## src/rtl/morse_pkg.sv

```systemverilog
// rtl/morse_pkg.sv - shared constants for the Morse display scheduler
package morse_pkg;

    typedef enum logic [1:0] {
        ST_IDLE   = 2'b00,
        ST_SCROLL = 2'b01,
        ST_HOLD   = 2'b10
    } state_e;

    localparam logic [6:0] SEG_BLANK = 7'b0000000;
    localparam int         WIN_W     = 4;

endpackage

```

## src/rtl/morse_scroll_ctrl_if.sv

```systemverilog
// rtl/morse_scroll_ctrl_if.sv - letter input and display output bundle
interface morse_scroll_ctrl_if #(
    parameter int DEPTH = 8
);
    localparam int CW = $clog2(DEPTH + 1);

    logic [6:0]    SymD;
    logic          SymV;
    logic          Clr;
    logic [6:0]    SegY;
    logic [3:0]    DigY;
    logic [CW-1:0] Cnt;
    logic          Ovf;
    logic [1:0]    StateY;

    modport master (
        output SymD, SymV, Clr,
        input  SegY, DigY, Cnt, Ovf, StateY
    );

    modport slave (
        input  SymD, SymV, Clr,
        output SegY, DigY, Cnt, Ovf, StateY
    );

endinterface

```

## src/rtl/morse_sym_fifo.sv

```systemverilog
// rtl/morse_sym_fifo.sv - letter FIFO with flush and simultaneous push/pop
module morse_sym_fifo #(
    parameter int DEPTH = 8,
    parameter int W     = 7,
    parameter int CW    = $clog2(DEPTH + 1)
) (
    input  logic          clk,
    input  logic          rst_n,
    input  logic          clr,
    input  logic          push,
    input  logic          pop,
    input  logic [W-1:0]  wdata,
    output logic [W-1:0]  rdata,
    output logic [CW-1:0] cnt,
    output logic          full,
    output logic          empty
);
    localparam int AW = $clog2(DEPTH);

    logic [W-1:0]  mem_q [DEPTH];
    logic [AW-1:0] wr_q, wr_d;
    logic [AW-1:0] rd_q, rd_d;
    logic [CW-1:0] cnt_q, cnt_d;
    logic          push_acc;
    logic          pop_acc;

    assign full  = (cnt_q == CW'(DEPTH));
    assign empty = (cnt_q == '0);
    assign rdata = mem_q[rd_q];
    assign cnt   = cnt_q;

    // Accept a push on a full FIFO only when a pop frees the slot in the same cycle
    always_comb begin
        pop_acc  = pop && !empty && !clr;
        push_acc = push && (!full || pop_acc) && !clr;
        wr_d     = wr_q;
        rd_d     = rd_q;
        cnt_d    = cnt_q;
        if (clr) begin
            wr_d  = '0;
            rd_d  = '0;
            cnt_d = '0;
        end else begin
            if (push_acc) wr_d = wr_q + 1'b1;
            if (pop_acc)  rd_d = rd_q + 1'b1;
            cnt_d = cnt_q + CW'(push_acc) - CW'(pop_acc);
        end
    end

    // Pointer and occupancy registers
    always_ff @(posedge clk or negedge rst_n) begin
        if (!rst_n) begin
            wr_q  <= '0;
            rd_q  <= '0;
            cnt_q <= '0;
        end else begin
            wr_q  <= wr_d;
            rd_q  <= rd_d;
            cnt_q <= cnt_d;
        end
    end

    // Letter storage; contents are only meaningful between the pointers
    always_ff @(posedge clk) begin
        if (push_acc) mem_q[wr_q] <= wdata;
    end

endmodule

```

## src/rtl/morse_scroll_ctrl.sv

```systemverilog
// rtl/morse_scroll_ctrl.sv - scrolls buffered letters across a 4-digit muxed display
module morse_scroll_ctrl
    import morse_pkg::*;
#(
    parameter int DEPTH  = 8,
    parameter int TICK   = 12_500_000,
    parameter int MUXDIV = 50_000
) (
    input  logic               C,
    input  logic               aR,
    morse_scroll_ctrl_if.slave bus
);
    localparam int CW = $clog2(DEPTH + 1);
    localparam int TW = $clog2(TICK);
    localparam int MW = (MUXDIV > 1) ? $clog2(MUXDIV) : 1;

    state_e                  state_q, state_d;
    logic [TW-1:0]           tick_q, tick_d;
    logic [2:0]              blank_q, blank_d;
    logic [WIN_W-1:0][6:0]   win_q, win_d;
    logic                    ovf_q, ovf_d;
    logic [MW-1:0]           ref_q, ref_d;
    logic [1:0]              idx_q, idx_d;
    logic [6:0]              seg_q, seg_d;

    logic                    tick;
    logic                    pop;
    logic                    shift_en;
    logic [6:0]              shift_val;
    logic [6:0]              fifo_rdata;
    logic [CW-1:0]           fifo_cnt;
    logic                    fifo_full;
    logic                    fifo_empty;

    morse_sym_fifo #(
        .DEPTH (DEPTH),
        .W     (7),
        .CW    (CW)
    ) u_fifo (
        .clk   (C),
        .rst_n (aR),
        .clr   (bus.Clr),
        .push  (bus.SymV),
        .pop   (pop),
        .wdata (bus.SymD),
        .rdata (fifo_rdata),
        .cnt   (fifo_cnt),
        .full  (fifo_full),
        .empty (fifo_empty)
    );

    assign tick = (state_q != ST_IDLE) && (tick_q == TW'(TICK - 1));

    // FSM state register
    always_ff @(posedge C or negedge aR) begin
        if (!aR) state_q <= ST_IDLE;
        else     state_q <= state_d;
    end

    // FSM next state: HOLD returns to IDLE once the fourth blank has been shifted in
    always_comb begin
        state_d = state_q;
        if (bus.Clr) begin
            state_d = ST_IDLE;
        end else begin
            case (state_q)
                ST_IDLE:   if (!fifo_empty) state_d = ST_SCROLL;
                ST_SCROLL: if (tick && fifo_empty) state_d = ST_HOLD;
                ST_HOLD: begin
                    if (tick) begin
                        if (!fifo_empty)          state_d = ST_SCROLL;
                        else if (blank_q == 3'd3) state_d = ST_IDLE;
                    end
                end
                default:   state_d = ST_IDLE;
            endcase
        end
    end

    // FSM outputs: pop/shift decisions, tick and blank counters, window, overflow flag
    always_comb begin
        pop       = 1'b0;
        shift_en  = 1'b0;
        shift_val = fifo_rdata;
        tick_d    = tick_q;
        blank_d   = blank_q;
        if (bus.Clr) begin
            tick_d  = '0;
            blank_d = '0;
        end else begin
            case (state_q)
                ST_IDLE: begin
                    tick_d = '0;
                    if (!fifo_empty) begin
                        pop      = 1'b1;
                        shift_en = 1'b1;
                    end
                end
                ST_SCROLL, ST_HOLD: begin
                    tick_d = tick ? '0 : tick_q + 1'b1;
                    if (tick) begin
                        shift_en = 1'b1;
                        if (!fifo_empty) begin
                            pop     = 1'b1;
                            blank_d = '0;
                        end else begin
                            shift_val = SEG_BLANK;
                            blank_d   = (state_q == ST_SCROLL) ? 3'd1 : blank_q + 3'd1;
                        end
                    end
                end
                default: tick_d = '0;
            endcase
        end

        win_d = win_q;
        if (bus.Clr)       win_d = {WIN_W{SEG_BLANK}};
        else if (shift_en) win_d = {win_q[WIN_W-2:0], shift_val};

        ovf_d = bus.Clr ? 1'b0 : (ovf_q | (bus.SymV && fifo_full && !pop));
    end

    // Scroll datapath registers
    always_ff @(posedge C or negedge aR) begin
        if (!aR) begin
            tick_q  <= '0;
            blank_q <= '0;
            win_q   <= {WIN_W{SEG_BLANK}};
            ovf_q   <= 1'b0;
        end else begin
            tick_q  <= tick_d;
            blank_q <= blank_d;
            win_q   <= win_d;
            ovf_q   <= ovf_d;
        end
    end

    // Refresh mux: free-running, ignores Clr; segments follow the digit being enabled
    always_comb begin
        ref_d = ref_q + 1'b1;
        idx_d = idx_q;
        if (ref_q == MW'(MUXDIV - 1)) begin
            ref_d = '0;
            idx_d = idx_q + 2'd1;
        end
        seg_d = win_q[idx_d];
    end

    // Refresh mux registers
    always_ff @(posedge C or negedge aR) begin
        if (!aR) begin
            ref_q <= '0;
            idx_q <= '0;
            seg_q <= SEG_BLANK;
        end else begin
            ref_q <= ref_d;
            idx_q <= idx_d;
            seg_q <= seg_d;
        end
    end

    assign bus.SegY   = seg_q;
    assign bus.DigY   = 4'b0001 << idx_q;
    assign bus.Cnt    = fifo_cnt;
    assign bus.Ovf    = ovf_q;
    assign bus.StateY = state_q;

endmodule

```

## src/flat_wrapper.sv

```systemverilog
// flat-port wrapper written by rule: the top's interface ports become plain ports
module morse_scroll_ctrl_flat import morse_pkg::*;
#(
    parameter int DEPTH  = 8,
    parameter int TICK   = 12_500_000,
    parameter int MUXDIV = 50_000
)
  (C, aR, bus_SymD, bus_SymV, bus_Clr, bus_SegY, bus_DigY, bus_Cnt, bus_Ovf, bus_StateY);
  morse_scroll_ctrl_if #(.DEPTH(DEPTH)) bus_i ();
  input  logic C;
  input  logic aR;
  input wire logic [$bits(bus_i.SymD)-1:0] bus_SymD;
  input wire logic [$bits(bus_i.SymV)-1:0] bus_SymV;
  input wire logic [$bits(bus_i.Clr)-1:0] bus_Clr;
  output wire logic [$bits(bus_i.SegY)-1:0] bus_SegY;
  output wire logic [$bits(bus_i.DigY)-1:0] bus_DigY;
  output wire logic [$bits(bus_i.Cnt)-1:0] bus_Cnt;
  output wire logic [$bits(bus_i.Ovf)-1:0] bus_Ovf;
  output wire logic [$bits(bus_i.StateY)-1:0] bus_StateY;
  assign bus_i.SymD = bus_SymD;
  assign bus_i.SymV = bus_SymV;
  assign bus_i.Clr = bus_Clr;
  assign bus_SegY = bus_i.SegY;
  assign bus_DigY = bus_i.DigY;
  assign bus_Cnt = bus_i.Cnt;
  assign bus_Ovf = bus_i.Ovf;
  assign bus_StateY = bus_i.StateY;
  morse_scroll_ctrl #(.DEPTH(DEPTH), .TICK(TICK), .MUXDIV(MUXDIV)) u_core (.C(C), .aR(aR), .bus(bus_i));
endmodule
```

## config.mk

```make
export PLATFORM = sky130hd
export DESIGN_NAME = morse_scroll_ctrl_flat
export DESIGN_NICKNAME = d
export VERILOG_FILES = /design/src/rtl/morse_pkg.sv /design/src/rtl/morse_scroll_ctrl_if.sv /design/src/rtl/morse_sym_fifo.sv /design/src/rtl/morse_scroll_ctrl.sv /design/src/flat_wrapper.sv
export SDC_FILE = /design/constraint.sdc
export NUM_CORES = 1
export LEC_CHECK = 0
export ABC_AREA = 1
export CAP_MARGIN = 10
export CELL_PAD_IN_SITES_DETAIL_PLACEMENT = 1
export CELL_PAD_IN_SITES_GLOBAL_PLACEMENT = 2
export CORE_MARGIN = 4
export CORE_UTILIZATION = 30
export CTS_CLUSTER_SIZE = 12
export DETAILED_ROUTE_END_ITERATION = 10
export GPL_ROUTABILITY_DRIVEN = 0
export PLACE_DENSITY = 0.7
export SYNTH_ARGS = -nofsm -noshare
export SYNTH_HDL_FRONTEND = slang
export SYNTH_SLANG_ARGS = --single-unit
```

## constraint.sdc

```tcl
create_clock -name C -period 3.2 [get_ports C]
set_input_delay 0.32 -clock C [delete_from_list [all_inputs] [get_ports C]]
set_output_delay 0.32 -clock C [all_outputs]
set_load 0.005 [all_outputs]
```

==> flow_metrics.tcl, run 1 <==
set metrics [dict create \
    critical_path_peak_fanout 9 \
    num_rows 56 \
    arrival_ns 3.25 \
    ys_seq_area_share_pct 54.6 \
    grt_max_degree 49 \
    place_area_um2 8060 \
    clk_latency_ns 0.42 \
    switching_power_mw 2.16 \
    die-height_um 164 \
    hold_viol 0 \
    pwr-share-seq_pct 38.6 \
    synth_nets 839 \
    die_area_um2 27000 \
    grt_pass1_wl_um 30700 \
    ys.flop_type "dfrtp_1" \
    area.growth.synth_to_final_pct 19.0 \
    p_leak_nw 3.77 \
    gr-total-overflow 0 \
    syn_inst 806 \
    yosysMostFrequentCell "nand2_1" \
    yosys-top-cells-count "nand2_1 (182), dfrtp_1 (93), inv_1 (90)" \
    yosysWarnings 0 \
    wl_per_cell_um 15.3 \
    route.detailed.drc 0 \
    worst_r2r_endpoint "u_core.u_fifo.cnt[2]$_DFF_PN0_" \
    io_buffers 28 \
    finalNetCount 891 \
    cts_tree "built" \
    end_kind "flop" \
    cellPowerDensity_nw_per_um2 704 \
    cts_inserted_buffers 17 \
    critical_path_required_ns 3.51 \
    io_pins 29 \
    regToRegStartpoint "u_core.bus.StateY[1]$_DFFE_PN0P_" \
    combPwrFrac_pct 28.3 \
    antenna-diode-count 0 \
    vias_per_cell 4.69 \
    worst_pin_slew_ns 0.809 \
    fillers 2711 \
    fin_total_pwr_mw 6.14 \
    finalCriticalPeriod_ns 2.95 \
    ir_drop_mv 0.308 \
    die_w_um 164 \
    antenna_left 0 \
    htreeDepth 4 \
    antenna_found_initial 0 \
    finClkSkew_ns 0.0125 \
    wl_um 18300 \
    vias 5587 \
    rrSetupSlack_ns 0.25 \
    dp_hpwl_um 12800 \
    clockRootBuffer "clkbuf_16" \
    synth.largest_area_cell "dfrtp_1" \
    hold_class "in -> async" \
    grt_pass1_vias 5765 \
    ff2ff_path_depth 16 \
    track_usage_pct 14.4 \
    synthDominantCellAreaShare_pct 31.7 \
    drt_iter0_drc 344 \
    stdcell_area_um2 8730 \
    clk_pin_slew_worst_paths_ns 0.07 \
    async_reset_ff_share_pct 62.4 \
    switching_share_pct 35.2 \
    synth.avg_cell_area_um2 9.11 \
    slew_violations 0 \
    first_pass_iters 4 \
    intPower_mw 3.98 \
    cap_viol_max_count 0 \
    syn-cell-area_um2 7340 \
    fin_crit_sh_pct 92.1 \
    synthTopCellsByArea "dfrtp_1 (32%), edfxtp_1 (23%), nand2_1 (9.3%)" \
    core_area_um2 23800 \
    post_synth_num_cell_types 40 \
    crit_path_start "u_core.bus.StateY[1]$_DFFE_PN0P_" \
    path_class "reg -> reg" \
    cts_sinks 149 \
    slew_headroom_pct 46.0 \
    startpoint_type "flop" \
    cts_buffer_depth 2 \
    fmax_mhz 339 \
    drive_above_1_share_pct 12.4 \
    status "finished clean" \
    start_util_pct 30.9 \
    p_clk_share_pct 33.1 \
    setup_violations 0 \
    synth_seq_cells 149 \
    synth_edf_count 56 \
]
## per-layer routing
metal	vias to the layer above	track usage, %	routed length, um
li1	2795	-	-
met1	2719	20.0	8960
met2	59	23.0	8460
met3	14	3.07	633
met4	0	3.52	206
met5	-	0	0
## placed cells by master, fill, tap and decap left out, types with 8 or more instances in the layout
| master | count |
|---|---|
| a21oi_1 | 15 |
| buf_4 | 25 |
| clkbuf_16 | 17 |
| clkdlybuf4s50_1 | 27 |
| dfrtp_1 | 92 |
| edfxtp_1 | 56 |
| ha_1 | 20 |
| inv_1 | 90 |
| nand2_1 | 182 |
| nand2_2 | 10 |
| nand3_1 | 75 |
| nand4_1 | 20 |
| nor2_1 | 68 |
| nor3_1 | 27 |
| o211ai_1 | 14 |
| o21ai_0 | 30 |
| o21ai_1 | 10 |
| o21ai_2 | 8 |
| or2_2 | 9 |
| xor2_1 | 10 |
## final cells by class
cell class | count | area (um^2) | share of cell area, %
clock buffer | 17 | 425 | 4.87
clock inverter | 15 | 178 | 2.03
inverter | 96 | 360 | 4.13
multi-input combinational | 540 | 2870 | 32.9
sequential | 149 | 4010 | 45.9
tap | 319 | 399 | 4.57
timing repair buffer | 54 | 488 | 5.59
## worst max-delay path by stage
stage	slack [ns]	depth (start not counted)	endpoint
after detailed placement	0.08	16	u_core.u_fifo.cnt[2]$_DFF_PN0_
after floorplan	0.41	16	u_core.u_fifo.cnt[2]$_DFF_PN0_
after CTS	0.07	16	u_core.u_fifo.cnt[2]$_DFF_PN0_
final	0.25	16	u_core.u_fifo.cnt[2]$_DFF_PN0_
after global placement	0.18	16	u_core.u_fifo.cnt[2]$_DFF_PN0_
after global routing	-0.007	16	u_core.u_fifo.cnt[2]$_DFF_PN0_
## per-stage QoR
step	setup WS [ns]	setup TNS [ns]	instances	hold WS [ns]	utilization (%)
after floorplan	0.406	0	806	0.0244	-
after global placement	0.181	0	1151	0.399	33.9
after detailed placement	0.0810	0	1151	0.401	33.9
after CTS	0.0657	0	1184	0.467	36.5
after global routing	-0.00727	-0.00844	1190	0.479	36.8
final	0.254	0	1190	0.453	36.8
## power by group through the flow
stage / sequential (mW) / clock (mW) / combinational (mW)
after floorplan: 2.37 / 0 / 1.15
after global placement: 2.41 / 0 / 1.68
after detailed placement: 2.41 / 0 / 1.70
after CTS: 2.37 / 2.10 / 1.71
after global routing: 2.40 / 2.18 / 1.99
final: 2.37 / 2.03 / 1.74
## cells by family (layout without fill, tap and decap cells)
logic type | Yosys count | in the layout | synth area share (%)
compound gates | 90 | 90 | 7.60
xor+xnor | 13 | 13 | 1.55
fa+ha+maj | 22 | 22 | 3.85
buf+inv | 117 | 182 | 6.48
flops | 149 | 149 | 54.6
mux | 1 | 1 | 0.136
simple gates | 414 | 414 | 25.8
## sequential cells by signal, indices dropped and copies added (netlist names)
| register | flops |
|---|---|
| u_core.idx_q | 2 |
| u_core.blank_q | 3 |
| u_core.u_fifo.wr_q | 3 |
| u_core.u_fifo.mem_q | 56 |
| u_core.win_q | 28 |
| u_core.u_fifo.rd_q | 3 |
| u_core.bus.Ovf | 1 |
| u_core.ref_q | 16 |
| u_core.bus.SegY | 7 |
| u_core.tick_q | 24 |
| u_core.u_fifo.cnt | 4 |
| u_core.bus.StateY | 2 |
## worst max-delay path, stage by stage (launching register included)
cell and delay [ns]:
dfrtp_1 0.40, inv_1 0.10, ha_2 0.21, nor2_2 0.12, nand3_1 0.13, nor2_4 0.17, nand3_4 0.13, nand2_1 0.10
nand2_2 0.11, nand2_4 0.11, nand3_4 0.11, ha_1 0.31, inv_1 0.04, ha_1 0.20, fa_1 0.38, xnor2_1 0.16
nor2_1 0.05
## repair_timing
action,4_1_cts,5_1_grt
resized for setup,0,5
setup buffers,0,6
hold buffers,1,0
endpoints found under the setup margin,0,3
hold endpoints to repair,47,0
Note: power is estimated with default switching activity, not from simulation.
==> inputs of run 2 (changes only) <==
- MAX_ROUTING_LAYER: default -> met4
==> run 2 against run 1 <==
Compared with the run above: register-to-register slack about the same; highest routed layer unchanged; largest cell class unchanged; critical endpoint unchanged; combinational power about the same; critical path depth stayed put.
==> flow_metrics.tcl, run 2 (synthesis gave the netlist of run 1 again) <==
set metrics [dict create \
    io_buffers 28 \
    p_leak_nw 3.77 \
    worst_r2r_endpoint "u_core.u_fifo.cnt[2]$_DFF_PN0_" \
    ir_drop_mv 0.311 \
    clk_pin_slew_worst_paths_ns 0.07 \
    finalCriticalPeriod_ns 2.94 \
    multi_input_area_um2 2870 \
    setup_violations 0 \
    hold_class "in -> async" \
    dp_cells 1151 \
    finClkSkew_ns 0.0126 \
    wl_um 18300 \
    slew_violations 0 \
    finalNetCount 891 \
    regToRegStartpoint "u_core.bus.StateY[1]$_DFFE_PN0P_" \
    die-height_um 164 \
    vias 5585 \
    io_pins 29 \
    core_area_um2 23800 \
    critical_path_peak_fanout 9 \
    drt_iter0_drc 359 \
    gr-total-overflow 0 \
    area.growth.synth_to_final_pct 19.0 \
    cts_buffer_depth 2 \
    hold_viol 0 \
    grt_pass1_wl_um 30700 \
    worst_pin_slew_ns 0.820 \
    end_kind "flop" \
    cts_inserted_buffers 17 \
    fin_crit_sh_pct 91.9 \
    startpoint_type "flop" \
    finalSetupTns_ns 0 \
    clockRootBuffer "clkbuf_16" \
    top_regs "u_core.u_fifo.mem_q (56), u_core.win_q (28), u_core.tick_q (24)" \
    wl_per_cell_um 15.3 \
    cts_tree "built" \
    layout_commonest_cell "nand2_1" \
    largest_reg_flops 56 \
    rrSetupSlack_ns 0.26 \
    route.detailed.drc 0 \
    path_class "reg -> reg" \
    layout_setup_ws_ns 0.259 \
    status "finished clean" \
    track_usage_pct 14.8 \
    die_area_um2 27000 \
    path_cells "inv_1 -> ha_2 -> nor2_2 -> nand3_1 -> nor2_4 -> nand3_4 -> nand2_1 -> nand2_2 -> nand2_4 -> nand3_4 -> ha_1 -> inv_1 -> ha_1 -> fa_1 -> xnor2_1 -> nor2_1" \
    arrival_ns 3.25 \
    num_rows 56 \
    slowest_stage "dfrtp_1" \
    ff2ff_path_depth 16 \
    hold_ws_ns 0.457 \
    clk_latency_ns 0.42 \
    top_register "u_core.u_fifo.mem_q" \
    seq_area_um2 4010 \
    slew_headroom_pct 45.3 \
    cellPowerDensity_nw_per_um2 704 \
    dp_hpwl_um 12800 \
    antenna-diode-count 0 \
    drive_above_1_share_pct 12.4 \
    critical_path_required_ns 3.51 \
    final_cell_count_no_fill 1190 \
    post-route-util_pct 36.8 \
    cts_sinks 149 \
    dp_slack_ns 0.0810 \
    fmax_mhz 340 \
    fillers 2711 \
    first_pass_iters 4 \
    die_w_um 164 \
    antenna_found_initial 0 \
    most-common-layout-cells "nand2_1 (182), dfrtp_1 (92), inv_1 (90)" \
    start_util_pct 30.9 \
    grt_max_degree 49 \
    vias_per_cell 4.69 \
    grt_pass1_vias 5781 \
    slowest_delay_ns 0.40 \
    cap_viol_max_count 0 \
    antenna_left 0 \
    htreeDepth 4 \
]
## run 2: cell counts in the layout (fill, tap and decap cells not counted)
Identical to the previous run, type by type.
## run 2: worst max-delay path by stage
| stage | startpoint | to | slack [ns] | cells past startpoint |
|---|---|---|---|---|
| after floorplan | u_core.bus.StateY[0]$_DFFE_PN0P_ | u_core.u_fifo.cnt[2]$_DFF_PN0_ | 0.41 | 16 |
| after global placement | u_core.bus.StateY[0]$_DFFE_PN0P_ | u_core.u_fifo.cnt[2]$_DFF_PN0_ | 0.18 | 16 |
| after detailed placement | u_core.bus.StateY[0]$_DFFE_PN0P_ | u_core.u_fifo.cnt[2]$_DFF_PN0_ | 0.08 | 16 |
| after CTS | u_core.bus.StateY[0]$_DFFE_PN0P_ | u_core.u_fifo.cnt[2]$_DFF_PN0_ | 0.07 | 16 |
| after global routing | u_core.bus.StateY[1]$_DFFE_PN0P_ | u_core.u_fifo.cnt[2]$_DFF_PN0_ | -0.007 | 16 |
| final | u_core.bus.StateY[1]$_DFFE_PN0P_ | u_core.u_fifo.cnt[2]$_DFF_PN0_ | 0.26 | 16 |
## run 2: routing by layer
layer	GRT usage (%)	up-vias	routed length (um)
li1	-	2794	-
met1	20.0	2727	8980
met2	23.0	51	8490
met5	-	-	0
met3	3.04	13	596
met4	3.52	0	204
## run 2: power by group
| part | internal [mW] | switching (mW) |
|---|---|---|
| Sequential | 2.21 | 0.165 |
| Combinational | 0.653 | 1.09 |
| Clock | 1.12 | 0.911 |
## run 2: repair_timing
item | CTS | global route
endpoints found under the setup margin | 0 | 3
setup buffers | 0 | 6
hold endpoints to repair | 47 | 0
resized for setup | 0 | 5
hold buffers | 1 | 0
## run 2: worst max-delay path, delay by kind of cell, from the launching register on
kind          cells  cell delay [ns]
fa+ha+maj         4             1.10
simple gates      9             1.03
buf+inv           2             0.14
flops             1             0.40
xor+xnor          1             0.16
## run 2: cell type report
| type | count | share of cell area (%) |
|---|---|---|
| Clock buffer | 17 | 4.87 |
| Sequential cell | 149 | 45.9 |
| Multi-Input combinational cell | 540 | 32.9 |
| Clock inverter | 15 | 2.03 |
| Timing Repair Buffer | 54 | 5.59 |
| Inverter | 96 | 4.13 |
| Tap cell | 319 | 4.57 |
## run 2: per-stage QoR
step | area, um^2 | power, mW
3_5_place_dp | 8060 | 4.11
6_report | 8730 | 6.15
5_1_grt | 8730 | 6.58
4_1_cts | 8670 | 6.18
3_3_place_gp | 8060 | 4.09
2_1_floorplan | 7340 | 3.52
==> inputs of run 3 (changes only) <==
- clock period: 3.2 -> 3.29 ns (I/O delays scaled with it)
==> run 3 against run 2 <==
Compared with the run above: die area unchanged; sequential share of layout area increased by 0.15 points; via count down 1.2%; critical endpoint unchanged; largest cell class unchanged.
==> flow_metrics.tcl, run 3 (synthesis gave the netlist of run 1 again) <==
set metrics [dict create \
    vias 5517 \
    die_w_um 164 \
    antenna_found_initial 0 \
    hold_viol 0 \
    ff2ff_path_depth 16 \
    critical_path_peak_fanout 9 \
    clk_pin_slew_worst_paths_ns 0.07 \
    io_pins 29 \
    antenna_left 0 \
    wl_um 18000 \
    gr-total-overflow 0 \
    whs_path_depth 1 \
    cts_sinks 149 \
    die-height_um 164 \
    fin_crit_sh_pct 91.5 \
    start_util_pct 30.9 \
    top_register "u_core.u_fifo.mem_q" \
    path_common_cell "ha_1" \
    route.detailed.drc 0 \
    most-common-layout-cells "nand2_1 (182), dfrtp_1 (92), inv_1 (90)" \
    core_area_um2 23800 \
    htreeDepth 4 \
    path_cells "inv_1 -> ha_1 -> nor2_1 -> nand3_1 -> nor2_4 -> nand3_4 -> nand2_1 -> nand2_2 -> nand2_4 -> nand3_4 -> ha_1 -> inv_1 -> ha_1 -> fa_1 -> xnor2_1 -> nor2_1" \
    drt_iter0_drc 252 \
    clk_latency_ns 0.44 \
    grt_max_degree 54 \
    worst_r2r_endpoint "u_core.u_fifo.cnt[2]$_DFF_PN0_" \
    hold_class "reg -> reg" \
    setup_violations 0 \
    startpoint_type "flop" \
    finClkSkew_ns 0.0172 \
    top_regs "u_core.u_fifo.mem_q (56), u_core.win_q (28), u_core.tick_q (24)" \
    cellPowerDensity_nw_per_um2 678 \
    rsz0062_at_grt "false" \
    fmax_mhz 332 \
    clockRootBuffer "clkbuf_16" \
    io_buffers 28 \
    grt_pass1_vias 5918 \
    worst_pin_slew_ns 0.734 \
    cts_buffer_depth 2 \
    end_kind "flop" \
    crit_path_start "u_core.bus.StateY[0]$_DFFE_PN0P_" \
    track_usage_pct 15.0 \
    num_rows 56 \
    slew_headroom_pct 51.0 \
    finalSetupTns_ns 0 \
    die_area_um2 27000 \
    area.growth.synth_to_final_pct 18.6 \
    slowest_delay_ns 0.41 \
    hold_start "u_core.tick_q[0]$_DFF_PN0_" \
    finalCriticalPeriod_ns 3.01 \
    final_cell_count_no_fill 1188 \
    path_class "reg -> reg" \
    slowest_stage "dfrtp_2" \
    wl_per_cell_um 15.2 \
    rrSetupSlack_ns 0.28 \
    antenna-diode-count 0 \
    critical_path_required_ns 3.61 \
    arrival_ns 3.33 \
    cts_inserted_buffers 17 \
    drive_above_1_share_pct 11.9 \
    p_leak_nw 3.76 \
    ir_drop_mv 0.253 \
    dp_cells 1154 \
    vias_per_cell 4.64 \
    cts_tree "built" \
    status "finished clean" \
    grt_pass1_wl_um 30800 \
    layout_commonest_cell "nand2_1" \
    regToRegStartpoint "u_core.bus.StateY[0]$_DFFE_PN0P_" \
    finalNetCount 889 \
    largest_reg_flops 56 \
    cap_viol_max_count 0 \
    min_to "u_core.tick_q[0]$_DFF_PN0_" \
    slew_violations 0 \
    first_pass_iters 5 \
    dp_hpwl_um 12600 \
]
[run 3: cell count changes in the layout (fill, tap and decap cells not counted), sizes merged]
cell      change
clkinv        +4
bufinv        -1
inv           -1
buf           -2
clkinvlp      -2
[run 3: worst max path at each step]
stage,endpoint
floorplan,u_core.u_fifo.cnt[2]$_DFF_PN0_
global placement,u_core.u_fifo.cnt[2]$_DFF_PN0_
detailed placement,u_core.u_fifo.cnt[2]$_DFF_PN0_
CTS,u_core.u_fifo.cnt[2]$_DFF_PN0_
global route,u_core.u_fifo.cnt[2]$_DFF_PN0_
finish,u_core.u_fifo.cnt[2]$_DFF_PN0_
[run 3: timing repair]
| item | CTS | global route |
|---|---|---|
| hold buffers | 1 | 0 |
| endpoints found under the setup margin | 0 | 2 |
| resized for setup | 0 | 2 |
| hold endpoints to repair | 34 | 0 |
| buffers inserted | 0 | 1 |
[run 3: worst max-delay path, delay by kind of cell, from the launching register on]
| family | cells | cell delay [ns] |
|---|---|---|
| xor+xnor | 1 | 0.17 |
| fa+ha+maj | 4 | 1.12 |
| buf+inv | 2 | 0.10 |
| flops | 1 | 0.41 |
| simple gates | 9 | 1.08 |
[run 3: through the flow]
step | power (mW) | worst slack (ns) | utilization (%) | hold slack [ns] | area [um^2]
2_1_floorplan | 3.42 | 0.496 | - | 0.0334 | 7340
3_3_place_gp | 3.99 | 0.284 | 34.0 | 0.451 | 8080
3_5_place_dp | 4.01 | 0.188 | 34.0 | 0.454 | 8080
4_1_cts | 6.00 | 0.185 | 36.6 | 0.464 | 8690
5_1_grt | 6.35 | 0.00472 | 36.6 | 0.489 | 8700
6_report | 5.90 | 0.280 | 36.6 | 0.460 | 8700
[run 3: per-layer routing]
metal | vias to the layer above | share of wire (%) | GRT usage, %
li1 | 2793 | - | -
met1 | 2652 | 50 | 20.2
met2 | 52 | 45 | 22.5
met3 | 20 | 3.1 | 3.44
met4 | 0 | 1.8 | 4.61
met5 | - | 0 | -
[run 3: power breakdown]
part           internal [mW]  switching (mW)  leakage [nW]
clock                   1.03           0.930         0.294
sequential              2.15           0.157          1.76
combinational          0.613            1.03          1.70
[run 3: layout make-up]
class / count / area, um^2
inverter: 96 / 360
fill: 2705 / 15000
clock inverter: 15 / 174
clock buffer: 17 / 425
timing repair buffer: 52 / 473
tap: 319 / 399
multi-input combinational: 540 / 2860
sequential: 149 / 4010
